**src/rtl/serial_adder_pkg.sv**
```systemverilog
// Shared types for the bit-serial adder.
package serial_adder_pkg;

  typedef enum logic [1:0] {
    IDLE = 2'd0,
    ADD  = 2'd1,
    DONE = 2'd2
  } serial_adder_state_t;

endpackage

```
**src/rtl/full_adder.sv**
```systemverilog
// One-bit full adder used as the serial adder's datapath.
module full_adder (
  input  logic a,
  input  logic b,
  input  logic carry_in,
  output logic sum_c,
  output logic carry_out_c
);

  assign sum_c       = a ^ b ^ carry_in;
  assign carry_out_c = (a & b) | (carry_in & (a ^ b));

endmodule

```
**src/rtl/serial_adder.sv**
```systemverilog
// Bit-serial WIDTH-bit adder, LSB first, one result bit per clock, valid/ready on both sides.
// Optional signed-overflow output enabled by defining SERIAL_ADDER_OVERFLOW_EN.
module serial_adder
  import serial_adder_pkg::*;
#(
  parameter int unsigned WIDTH = 8
) (
  input  logic             serial_adder_clk,
  input  logic             serial_adder_rst,
  input  logic             serial_adder_in_valid,
  output logic             serial_adder_in_ready,
  input  logic [WIDTH-1:0] serial_adder_a,
  input  logic [WIDTH-1:0] serial_adder_b,
  input  logic             serial_adder_carry_in,
  output logic             serial_adder_out_valid,
  input  logic             serial_adder_out_ready,
  output logic [WIDTH-1:0] serial_adder_sum,
  output logic             serial_adder_carry_out
`ifdef SERIAL_ADDER_OVERFLOW_EN
  ,
  output logic             serial_adder_overflow
`endif
);

  localparam int unsigned CNT_W = $clog2(WIDTH);

  serial_adder_state_t state_q, state_nxt;

  logic [WIDTH-1:0] a_sr, b_sr, sum_sr;
  logic             carry_q;
  logic [CNT_W-1:0] cnt_q;
  logic             fa_sum_c, fa_carry_out_c;
  logic             last_c;

  assign last_c = (cnt_q == CNT_W'(WIDTH - 1));

  full_adder u_full_adder (
    .a           (a_sr[0]),
    .b           (b_sr[0]),
    .carry_in    (carry_q),
    .sum_c       (fa_sum_c),
    .carry_out_c (fa_carry_out_c)
  );

  // Next-state logic
  always_comb begin
    state_nxt = state_q;
    case (state_q)
      IDLE:    if (serial_adder_in_valid) state_nxt = ADD;
      ADD:     if (last_c) state_nxt = DONE;
      DONE:    if (serial_adder_out_ready) state_nxt = IDLE;
      default: state_nxt = IDLE;
    endcase
  end

  // State register with handshake flags decoded from the next state
  always_ff @(posedge serial_adder_clk or posedge serial_adder_rst) begin
    if (serial_adder_rst) begin
      state_q                <= IDLE;
      serial_adder_in_ready  <= 1'b1;
      serial_adder_out_valid <= 1'b0;
    end else begin
      state_q                <= state_nxt;
      serial_adder_in_ready  <= (state_nxt == IDLE);
      serial_adder_out_valid <= (state_nxt == DONE);
    end
  end

  // Operand/result shift registers, carry and bit counter
  always_ff @(posedge serial_adder_clk or posedge serial_adder_rst) begin
    if (serial_adder_rst) begin
      a_sr    <= '0;
      b_sr    <= '0;
      sum_sr  <= '0;
      carry_q <= 1'b0;
      cnt_q   <= '0;
    end else begin
      case (state_q)
        IDLE: begin
          if (serial_adder_in_valid) begin
            a_sr    <= serial_adder_a;
            b_sr    <= serial_adder_b;
            sum_sr  <= '0;
            carry_q <= serial_adder_carry_in;
            cnt_q   <= '0;
          end
        end
        ADD: begin
          a_sr    <= {1'b0, a_sr[WIDTH-1:1]};
          b_sr    <= {1'b0, b_sr[WIDTH-1:1]};
          sum_sr  <= {fa_sum_c, sum_sr[WIDTH-1:1]};
          carry_q <= fa_carry_out_c;
          cnt_q   <= cnt_q + CNT_W'(1);
        end
        default: ;
      endcase
    end
  end

  assign serial_adder_sum       = sum_sr;
  assign serial_adder_carry_out = carry_q;

`ifdef SERIAL_ADDER_OVERFLOW_EN
  // Signed overflow: carry into the MSB differs from carry out of it
  always_ff @(posedge serial_adder_clk or posedge serial_adder_rst) begin
    if (serial_adder_rst) begin
      serial_adder_overflow <= 1'b0;
    end else if (state_q == ADD && last_c) begin
      serial_adder_overflow <= carry_q ^ fa_carry_out_c;
    end
  end
`else
  // Overflow tracking is not built in this configuration.
`endif

endmodule

```
**config.mk**
```make
export PLATFORM = sky130hd
export DESIGN_NAME = serial_adder
export DESIGN_NICKNAME = d
export VERILOG_FILES = /design/src/rtl/serial_adder_pkg.sv /design/src/rtl/full_adder.sv /design/src/rtl/serial_adder.sv
export SDC_FILE = /design/constraint.sdc
export NUM_CORES = 1
export LEC_CHECK = 0
export BUFFER_PORTS_ARGS = -buffer_cell sky130_fd_sc_hd__buf_4
export CAP_MARGIN = 20
export CORE_ASPECT_RATIO = 1.4
export CORE_MARGIN = 1
export CORE_UTILIZATION = 55
export DETAILED_ROUTE_END_ITERATION = 10
export GPL_TIMING_DRIVEN = 0
export HOLD_SLACK_MARGIN = 0.12
export PLACE_DENSITY = 0.87
export SLEW_MARGIN = 20
export SYNTH_ARGS = -nofsm -noshare
export SYNTH_HDL_FRONTEND = slang
export SYNTH_SLANG_ARGS = --single-unit
```
**constraint.sdc**
```tcl
create_clock -name serial_adder_clk -period 2.6 [get_ports serial_adder_clk]
set_input_delay 0.13 -clock serial_adder_clk [delete_from_list [all_inputs] [get_ports serial_adder_clk]]
set_output_delay 0.13 -clock serial_adder_clk [all_outputs]
set_load 0.05 [all_outputs]
```
; Yosys cells after proc, flatten, opt, wreduce, memory -nomap -nowiden
; Cells that the tools add are included.
[classes]
add_sub_neg = 1
n_eq_ne = 5
n_mux = 14
bitwise_logic = 5
n_reduce_logical = 4
[ops]
columns = cell, count
row1 = $pmux W8 S2, 3
row2 = $mux W8, 3
row3 = $mux W2, 3
row4 = $pmux W2 S3, 1
row5 = $pmux W3 S2, 1
row6 = $eq A2 B2 Y1 const B, 2
row7 = $logic_not A2 Y1, 2
row8 = $add A3 B1 Y3 const B, 1
row9 = $eq A3 B3 Y1 const B, 1
row10 = $mux W3, 1
row11 = $and A1 B1 Y1, 2
row12 = $eq A2 B1 Y1 const B, 1
row13 = $ne A2 B2 Y1 const B, 1
row14 = $pmux W1 S2, 1
row15 = $reduce_and A2 Y1, 1
row16 = $reduce_bool A2 Y1, 1
row17 = $xor A1 B1 Y1, 2
row18 = $mux W1, 1
row19 = $or A1 B1 Y1, 1
[word_totals]
ff_bits = 32
output_inout_bits = 11
elab_cells = 37

; Logic depth before layout (Yosys ltp)
; Gate-level depths: netlist (run 1).
[logic_depth]
depth_word = 4
depth_mapped = 4
mapped_depth_nobuf = 4

; Hierarchy
; From an unflattened synthesis (run 1), not the netlist that was laid out.
[hier_totals]
hier_cells = 126
area_unflattened_um2 = 1531.5
[by_module_without_submodules]
columns = module, instances, cells_per_inst, area_each_um2, seq_area_each_um2
row1 = serial_adder, 1, 125, 1511.4, 802.0
row2 = full_adder, 1, 1, 20.0, 0.0

; Worst setup path before layout (run 1)
; OpenSTA, ideal clock, no wires.
[synth_path]
path_type = reg2reg
startpoint = reg carry_q (netlist: serial_adder_carry_out)
endpoint = reg carry_q (netlist: serial_adder_carry_out)
setup_time_ns = 0.104
arrival_time_ns = 1.407
required_time_ns = 2.496
slack_ns = 1.089
path_stages_with_launch = 4
n_path_buf = 0
synth_period_minus_slack_ns = 1.511
path_cell_list = dfrtp_1 > inv_1 > fa_1 > a221oi_1
[synth_via]
elab_chain_len = 3
[synth_lines]
columns = element, line
row1 = from (decl), serial_adder.sv:30  ; logic carry_q;
row2 = from (signal assigned), serial_adder.sv:84  ; carry_q <= serial_adder_carry_in;
row3 = from (signal assigned), serial_adder.sv:92  ; carry_q <= fa_carry_out_c;
row4 = $and A1 B1 Y1, full_adder.sv:11  ; assign carry_out_c = (a & b) | (carry_in & (a ^ b));
row5 = $or A1 B1 Y1, full_adder.sv:11
row6 = $pmux W1 S2, serial_adder.sv:78  ; case (state_q)
; Every way passes these cells.
; A chain may end at the register's enable or synchronous reset.

; Worst setup path after layout (run 1)
[layout_path]
startpoint = reg state_q[1]
endpoint = reg a_sr[0]
[layout_via]
elab_chain_len = 3
elab_cells_between_ends = 6
[layout_lines]
columns = element, line
row1 = from (decl), serial_adder.sv:27  ; serial_adder_state_t state_q, state_nxt;
row2 = from (signal assigned), serial_adder.sv:63  ; state_q <= state_nxt;
row3 = $eq A2 B1 Y1 / $logic_not A2 Y1 (equally long branches), serial_adder.sv:78
row4 = $reduce_bool A2 Y1 (no source line) / $ne A2 B2 Y1 (equally long branches), n/a
row5 = $reduce_and A2 Y1 (no source line), n/a
row6 = to (signal assigned), serial_adder.sv:81  ; a_sr <= serial_adder_a;
row7 = to (signal assigned), serial_adder.sv:89  ; a_sr <= {1'b0, a_sr[WIDTH-1:1]};
row8 = to (decl), serial_adder.sv:29  ; logic [WIDTH-1:0] a_sr, b_sr, sum_sr;
; Several ways; a longest one is shown, not always the timed one.

==> results.py, run 1 <==
metrics = {
    "run_status": {
        "outcome": "complete, no violations",
    },
    "final_layout": {
        "multiInputGateArea_um2": 576,
        "finish.utilization_pct": 71.4,
        "fin_cells": 199,
        "area_growth_pct": 24.1,
        "nFillCells": 218,
        "final_nets": 186,
        "drive_gt1_share_pct": 36.2,
        "regArea_um2": 802,
        "num_antenna_cells": 0,
    },
    "synthesis": {
        "synth_warnings": 0,
        "avgSynthCellArea_um2": 12.2,
        "postSynthCellCount": 122,
        "synth_area_leaders": "dfrtp_1 (52%), a221oi_1 (5.9%), nor4b_1 (5.9%)",
        "synth_cell_types": 26,
        "synth_edf_count": 0,
        "ys_ff_latch": 32,
        "synth_top_area_share_pct": 52.1,
        "seq_area_frac_synth_pct": 53.9,
        "syn_area_mm2": 0.00149,
        "synth_top_area_cell": "dfrtp_1",
        "synthFlopType": "dfrtp_1",
        "async_reset_ff_share_pct": 100,
        "synth_nets": 146,
    },
    "placement": {
        "portBuffers": 31,
        "post-place-ws_ps": 1260,
        "hpwl_um": 2140,
        "post-place-cells": 189,
        "gp_congestion": 0.751,
    },
    "worst_setup_path": {
        "rr_worst_depth": 4,
        "path_class": "reg2reg",
        "cp.required_ps": 2790,
        "path_depth": 4,
        "crit_arrival_ps": 1600,
        "rr_startpoint": "state_q[1]",
        "crit_family": "flip-flops",
        "cp_slowest_cell": "dfrtp_1",
        "reg2reg_to": "a_sr[0]",
        "crit_path_end": "a_sr[0]",
        "end_kind": "register",
        "crit_path_cell_trace": "buf_6 -> buf_2 -> nor4b_1 -> a221oi_1",
        "worst-path-buf-inv": 2,
        "start_kind": "register",
        "r2r_slack_ps": 1180,
        "cp_max_fo": 10,
        "crit_start": "state_q[1]",
        "max_stage_delay_ps": 430,
    },
    "run": {
        "maxCapViolCount": 0,
    },
    "routing": {
        "wl_per_cell_um": 14.7,
        "drtIter0Drc": 24,
        "ant_nets": 0,
        "drc_errors": 0,
        "viasPerCell": 5.72,
        "first_pass_iters": 5,
        "via_count": 1139,
        "drt_wl_total_um": 2920,
    },
    "power_and_ir_drop": {
        "ir_drop_mv": 0.593,
        "leakage_nw": 0.911,
        "power_density_mw_per_mm2": 1200,
    },
    "global_routing": {
        "top_usage_layer": "met2",
        "grt_pass1_vias": 1131,
        "grt_overflow": 0,
        "met2_usage_pct": 38.6,
        "grt_antenna_before_repair": 0,
        "grt_max_degree": 33,
        "grtUsageMet3_pct": 5.16,
        "grt_util_all_layers_pct": 23.2,
        "use_met1_pct": 29.1,
        "grt_first_pass_wirelength_um": 5020,
    },
    "floorplanning": {
        "start_util_pct": 57.5,
        "pin_count": 32,
        "die_w_um": 46.0,
        "fp-row-count": 22,
        "core_area_mm2": 0.00259,
        "die_h_um": 63.6,
        "die_area_mm2": 0.00292,
    },
    "timing": {
        "drv_slew": 0,
        "fmax_mhz": 706,
        "setup_viol": 0,
        "min_period_over_period_pct": 54.5,
        "period_minus_slack_ps": 1420,
        "setup_slack_ps": 1180,
        "rsz0062_at_grt": "no",
        "slew_headroom_pct": 58.0,
        "hold_viol_final": 0,
        "tightest_slew_ps": 630,
        "finalSetupTns_ps": 0,
        "final.setup_skew_ps": 5.42,
    },
    "clocking": {
        "cts-resized-gates": 0,
        "numCtsBuffers": 5,
        "cts_tree": "yes",
        "hold_buffers": 2,
        "clockRootBuffer": "clkbuf_4",
        "clk_pin_slew_ps": 100,
        "cts.sinks": 32,
        "post_cts_buffers": 0,
        "clk_latency_ps": 320,
        "htreeDepth": 2,
        "clockBufferDepth": 2,
    },
    "worst_hold_path": {
        "hold_path.class": "in2reg",
        "min_path_cells": 3,
    },
}
[synth_stat cells, types with 2 or more instances]
| cell | count |
|---|---|
| dfrtp_1 | 31 |
| inv_1 | 12 |
| a221oi_1 | 10 |
| nor4b_1 | 10 |
| a22o_1 | 9 |
| buf_2 | 8 |
| nor2_1 | 8 |
| o221a_2 | 5 |
| or4b_1 | 5 |
| a21o_1 | 3 |
| nand2b_1 | 3 |
| buf_6 | 2 |
| ha_1 | 2 |
| nor4bb_1 | 2 |
[layer usage]
metal	vias up	share of wire, %
met5	-	0
met4	0	1.1
met3	7	3.4
met2	29	53
met1	559	43
li1	544	-
[report_power, final]
part | switching (W) | internal (W)
Sequential | 0.000133 | 0.000720
Clock | 0.000163 | 0.000129
Combinational | 0.000619 | 0.000446
Total | 0.000915 | 0.00129
[sequential cells by signal (all words and copies together) (netlist names)]
register,flops
serial_adder_out_valid,1
serial_adder_in_ready,1
serial_adder_sum,8
b_sr,8
a_sr,8
serial_adder_carry_out,1
cnt_q,3
state_q,2
[cell families (layout without fill, tap and decap cells)]
group | Yosys count | after routing | share of synthesized area (%)
adder cells (fa/ha/maj) | 3 | 3 | 3.02
AO/OA/AOI/OAI | 32 | 32 | 19.2
flip-flops | 32 | 32 | 53.9
multiplexers | 1 | 1 | 0.672
AND/OR/NAND/NOR | 31 | 31 | 15.8
buffers and inverters | 23 | 64 | 7.48
[layout by cell type, fill, tap and decap left out, types with 2 or more instances in the layout]
master,count
a21o_1,3
a221oi_1,10
a22o_1,9
buf_2,8
buf_4,31
buf_6,2
clkbuf_4,5
clkinv_2,2
dfrtp_1,31
dlygate4sd3_1,2
ha_1,2
inv_1,11
nand2b_1,3
nor2_1,8
nor4b_1,10
nor4bb_1,2
o221a_2,5
or4b_1,5
[cell type report]
type | count | area share (%)
multi-input cells | 67 | 31.1
clock inverters | 2 | 0.542
inverters | 12 | 2.44
repair buffers | 33 | 13.7
well taps | 36 | 2.44
plain buffers | 11 | 3.59
clock buffers | 6 | 2.78
flip-flops and latches | 32 | 43.4
[per-stage QoR]
stage	cell area, µm²	hold WS (ps)	total power (W)
floorplan	1490	245	0.00164
global placement	1770	384	0.00188
detailed placement	1770	260	0.00193
CTS	1850	143	0.00222
global route	1850	147	0.00236
finish	1850	148	0.00221
[tightest hold or removal path: stages]
cell and delay, ps:
buf_4 80, or4b_1 90, o221a_2 150
[how the worst min path moves through the flow]
stage	slack (ps)	endpoint	start
CTS	140	a_sr[6]	serial_adder_a[6]
global route	150	a_sr[6]	serial_adder_a[6]
finish	150	a_sr[6]	serial_adder_a[6]
detailed placement	260	a_sr[2]	serial_adder_rst
global placement	380	serial_adder_in_ready	serial_adder_out_ready
floorplan	250	a_sr[0]	serial_adder_rst
Power figures use the tool's default switching activity.
==> inputs of run 2 (changes only) <==
- CORE_UTILIZATION: 55 -> 48
- PLACE_DENSITY: 0.87 -> 0.82
- clock period: 2.6 -> 1.26 ns (I/O delays scaled with it)
==> run 2 against run 1 <==
Effect of this change:
- the run now ends with negative setup slack left
- critical endpoint is now a_sr[2]
- design area grew 17%
- clock-buffer cell count is the same
- clock power grew to 3.3 times the previous value
- fmax grew 5.9%
- critical path type unchanged
- critical path depth shrank 1
- sequential cell count is the same
- highest routed layer unchanged
- routed wire length grew 21%
==> results.py, run 2 (same netlist as run 1, synthesis figures left out) <==
metrics = {
    "run_status": {
        "outcome": "complete, but fails checks",
        "failed_checks": "negative setup slack",
    },
    "routing": {
        "wl_per_cell_um": 17.1,
        "drc_errors": 0,
        "drt_wl_total_um": 3530,
        "first_pass_iters": 5,
        "drtIter0Drc": 16,
        "ant_nets": 0,
        "viasPerCell": 5.74,
        "via_count": 1189,
    },
    "worst_setup_path": {
        "crit_family": "simple AND/OR/NAND/NOR gates",
        "crit_start": "state_q[0]",
        "cp_slowest_cell": "or4b_1",
        "r2r_slack_ps": -80,
        "cp_max_fo": 6,
        "start_kind": "register",
        "crit_arrival_ps": 1510,
        "crit_path_end": "a_sr[2]",
        "end_kind": "register",
        "worst-path-buf-inv": 1,
        "rr_startpoint": "state_q[0]",
        "crit_path_cell_trace": "buf_6 -> or4b_1 -> o221a_2",
        "path_depth": 3,
        "path_class": "reg2reg",
        "cp.required_ps": 1430,
        "reg2reg_to": "a_sr[2]",
        "max_stage_delay_ps": 540,
        "rr_worst_depth": 3,
    },
    "power_and_ir_drop": {
        "p_seq_share_pct": 32.4,
        "p_sw_share_pct": 39.8,
        "p_clk_share_pct": 17.6,
        "power_density_mw_per_mm2": 2540,
        "leakage_nw": 1.04,
        "combPwrFrac_pct": 50.0,
        "intPower_w": 0.00329,
        "p_sw_w": 0.00218,
        "ir_drop_mv": 1.55,
    },
    "final_layout": {
        "final_nets": 193,
        "num_antenna_cells": 0,
        "area_growth_pct": 44.6,
        "drive_gt1_share_pct": 50.6,
        "nFillCells": 191,
        "fin_area_mm2": 0.00215,
        "mostFrequentLayoutCell": "buf_4",
        "final_cell_mix": "buf_4 (36), dfrtp_1 (30), inv_1 (10), a22o_1 (9), nor2_1 (8)",
    },
    "timing": {
        "fmax_mhz": 748,
        "min_period_over_period_pct": 106,
        "tightest_slew_ps": 650,
        "hold_viol_final": 0,
        "setup_slack_ps": -77.7,
        "period_minus_slack_ps": 1340,
        "rsz0062_at_grt": "yes",
        "setup_viol": 8,
        "finalSetupTns_ps": -200,
        "slew_headroom_pct": 56.6,
        "drv_slew": 0,
        "final.setup_skew_ps": 7.98,
    },
    "global_routing": {
        "grt_first_pass_wirelength_um": 5590,
        "grt_max_degree": 33,
        "grt_antenna_before_repair": 0,
        "grt_util_all_layers_pct": 22.9,
        "grt_pass1_vias": 1184,
        "grt_overflow": 0,
    },
    "placement": {
        "post-place-ws_ps": -81.9,
        "hpwl_um": 2240,
        "portBuffers": 31,
        "placed_area_mm2": 0.00178,
        "gp_congestion": 0.753,
    },
    "clocking": {
        "numCtsBuffers": 5,
        "cts.sinks": 32,
        "htreeDepth": 2,
        "clk_latency_ps": 290,
        "clockRootBuffer": "clkbuf_8",
        "clk_pin_slew_ps": 70,
        "cts_tree": "yes",
        "clockBufferDepth": 2,
    },
    "run": {
        "maxCapViolCount": 0,
    },
    "floorplanning": {
        "die_w_um": 49.1,
        "core_area_mm2": 0.00291,
        "die_area_mm2": 0.00333,
        "die_h_um": 67.9,
        "fp-row-count": 23,
        "start_util_pct": 51.2,
        "pin_count": 32,
    },
    "worst_hold_path": {
        "hold_path.class": "in2reg",
    },
}
==> run 2: cell count changes in the layout (fill, tap and decap cells not counted), sizes merged <==
cell / delta
buf: +5
bufinv: +1
clkbuf: +1
clkinv: -1
dlygate4sd3: +1
==> run 2: metrics by stage <==
step | std cells | utilization (%) | total power [W] | hold slack, ps
floorplan | 122 | - | 0.00342 | 178
global placement | 190 | 61.2 | 0.00393 | 318
detailed placement | 190 | 61.2 | 0.00404 | 193
CTS | 207 | 68.6 | 0.00517 | 132
global route | 207 | 74.1 | 0.00580 | 136
finish | 207 | 74.1 | 0.00547 | 124
==> run 2: power by group through the flow <==
stage / clock, W / sequential [W] / combinational, W
2_1_floorplan: 0 / 0.00219 / 0.00123
3_3_place_gp: 0 / 0.00176 / 0.00217
3_5_place_dp: 0 / 0.00179 / 0.00226
4_1_cts: 0.000972 / 0.00177 / 0.00243
5_1_grt: 0.00103 / 0.00182 / 0.00294
6_report: 0.000964 / 0.00177 / 0.00273
==> run 2: worst min-delay path, cell delays in order <==
cell      delay, ps
buf_4            80
nor4b_2          40
a221oi_2        170
==> run 2: worst min path at each step <==
stage	cells past startpoint	end	from	slack, ps
CTS	3	a_sr[2]	serial_adder_a[2]	130
floorplan	1	a_sr[0]	serial_adder_rst	180
global placement	3	serial_adder_in_ready	serial_adder_out_ready	320
detailed placement	2	serial_adder_sum[2]	serial_adder_rst	190
finish	3	b_sr[4]	serial_adder_b[4]	120
global route	3	a_sr[4]	serial_adder_a[4]	140
==> run 2: final cells by class <==
type                    instances  area, µm²  area share (%)
inverters                      12       45.0            2.09
well taps                      37       46.3            2.15
clock buffers                   6       72.6            3.37
repair buffers                 40        317            14.7
multi-input cells              67        752            34.9
clock inverters                 2       35.0            1.63
plain buffers                  11       82.6            3.83
flip-flops and latches         32        803            37.3
==> run 2: timing repair <==
item / 4_1_cts / 5_1_grt
endpoints found under the setup margin: 21 / 30
resized for setup: 8 / 33
hold endpoints to repair: 35 / 0
gates cloned: 1 / 0
buffers inserted: 5 / 0
hold buffers: 3 / 0
pin swaps: 6 / 6
==> run 2: routing by layer <==
layer / track usage (%) / up-vias / routed length [µm]
met5: 0 / - / 0
met4: 7.35 / 0 / 54
met3: 7.56 / 7 / 122
met2: 40.4 / 28 / 1900
met1: 26.2 / 599 / 1460
li1: - / 555 / -
==> inputs of run 3 (changes only) <==
- SKIP_CTS_REPAIR_TIMING: default -> 1
==> run 3 against run 2 <==
Effect of this change:
- the flow still finishes with violations (negative setup slack)
- total power decreased by 0.67%
- register-to-register slack about the same
- clock-buffer cell count unchanged
- via count decreased by 2.0%
- combinational power decreased by 3%
- critical path depth unchanged
- sequential share of layout area increased by 0.40 points
- non-clock buffer count decreased by 3
- routed wire length decreased by 2.8%
- core utilization decreased by 0.56 points
- design area decreased by 0.76%
- cell count decreased by 1.4%
- critical endpoint is now a_sr[4]
- largest power group unchanged
- highest routed layer unchanged
==> results.py, run 3 (same netlist as run 1, synthesis figures left out) <==
metrics = {
    "placement": {
        "gp_congestion": 0.753,
        "portBuffers": 31,
        "post-place-ws_ps": -81.9,
        "hpwl_um": 2240,
        "placed_area_mm2": 0.00178,
    },
    "worst_setup_path": {
        "end_kind": "register",
        "cp.required_ps": 1430,
        "cp_max_fo": 6,
        "crit_arrival_ps": 1510,
        "crit_start": "state_q[0]",
        "start_kind": "register",
        "rr_startpoint": "state_q[0]",
        "rr_worst_depth": 3,
        "path_class": "reg2reg",
    },
    "timing": {
        "rsz0062_at_grt": "yes",
        "setup_viol": 7,
        "hold_viol_final": 0,
        "min_period_over_period_pct": 107,
        "fmax_mhz": 745,
        "tightest_slew_ps": 652,
        "whs_ps": 113,
        "final.setup_skew_ps": 6.49,
        "setup_slack_ps": -82.8,
        "drv_slew": 0,
        "period_minus_slack_ps": 1340,
        "slew_headroom_pct": 56.5,
    },
    "global_routing": {
        "grt_pass1_vias": 1159,
        "grt_first_pass_wirelength_um": 5250,
        "grt_util_all_layers_pct": 21.3,
        "grt_antenna_before_repair": 0,
        "grt_overflow": 0,
        "grt_max_degree": 33,
    },
    "clocking": {
        "numCtsBuffers": 5,
        "htreeDepth": 2,
        "clk_pin_slew_ps": 70,
        "clockBufferDepth": 2,
        "cts.sinks": 32,
        "cts_tree": "yes",
        "clockRootBuffer": "clkbuf_8",
        "clk_latency_ps": 290,
    },
    "routing": {
        "viasPerCell": 5.71,
        "top_layer": "met4",
        "via_count": 1165,
        "route.met3.wl_um": 129,
        "met1Wirelength_um": 1390,
        "drtIter0Drc": 15,
        "wl_per_cell_um": 16.8,
        "drc_errors": 0,
        "met2WireLength_um": 1840,
        "first_pass_iters": 4,
        "ant_nets": 0,
        "drt_wl_total_um": 3430,
    },
    "floorplanning": {
        "pin_count": 32,
        "die_w_um": 49.1,
        "start_util_pct": 51.2,
        "core_area_mm2": 0.00291,
        "die_area_mm2": 0.00333,
        "fp-row-count": 23,
        "die_h_um": 67.9,
    },
    "power_and_ir_drop": {
        "p_sw_w": 0.00218,
        "p_seq_share_pct": 33.1,
        "p_sw_share_pct": 40.1,
        "power_w": 0.00543,
        "ir_drop_mv": 1.66,
        "intPower_w": 0.00325,
        "leakage_nw": 1.02,
        "power_density_mw_per_mm2": 2540,
        "combPwrFrac_pct": 49.1,
        "p_clk_share_pct": 17.8,
    },
    "run_status": {
        "failed_checks": "negative setup slack",
        "outcome": "complete, but fails checks",
    },
    "final_layout": {
        "area_growth_pct": 43.5,
        "multiInputGateArea_um2": 761,
        "final_nets": 190,
        "num_antenna_cells": 0,
        "nFillCells": 196,
        "drive_gt1_share_pct": 50.3,
        "regArea_um2": 806,
        "final_cell_mix": "buf_4 (36), dfrtp_1 (28), inv_1 (10), a22o_1 (9), nor2_1 (8)",
        "fin_area_mm2": 0.00214,
        "mostFrequentLayoutCell": "buf_4",
    },
    "worst_hold_path": {
        "hold_path.class": "in2reg",
        "min_path_cells": 3,
        "hp-start": "serial_adder_b[5]",
    },
    "run": {
        "maxCapViolCount": 0,
    },
}
## run 3: path summary, 6_finish.rpt
| check | end | slack [ps] |
|---|---|---|
| min in group asynchronous | serial_adder_sum[3] | 420 |
| max reg2reg | a_sr[4] | -80 |
| min reg2reg | b_sr[7] | 490 |
| min | b_sr[5] | 110 |
| max in group asynchronous | state_q[1] | 380 |
| max | a_sr[4] | -80 |
## run 3: power groups by stage
stage | logic [W] | clock network [W] | registers, W
floorplan | 0.00123 | 0 | 0.00219
global placement | 0.00217 | 0 | 0.00176
detailed placement | 0.00226 | 0 | 0.00179
CTS | 0.00225 | 0.000972 | 0.00178
global route | 0.00287 | 0.00103 | 0.00185
finish | 0.00266 | 0.000966 | 0.00180
## run 3: worst max-delay path, cell delays in order, from the launching register on
cell	delay (ps)
dfrtp_2	450
buf_6	140
or4b_1	510
o221a_2	140
## run 3: layout make-up
cell class | instances | area share, %
inverters | 12 | 2.11
clock buffers | 6 | 3.40
well taps | 37 | 2.17
plain buffers | 11 | 3.98
flip-flops and latches | 32 | 37.7
clock inverters | 2 | 1.64
multi-input cells | 67 | 35.6
repair buffers | 37 | 13.4
## run 3: per-stage QoR
stage                     std cells  utilization (%)  TNS, ps
final                           204             73.5     -323
after global routing            204             73.5     -672
after CTS                       198             64.9     -700
after detailed placement        190             61.2     -460
after global placement          190             61.2     -233
after floorplan                 122                -    -11.2
## run 3: metal layers
metal  up-vias  global-route usage (%)
li1        545                       -
met1       576                    24.7
met2        35                    36.6
met3         9                    6.67
met4         0                    8.46
met5         -                       0
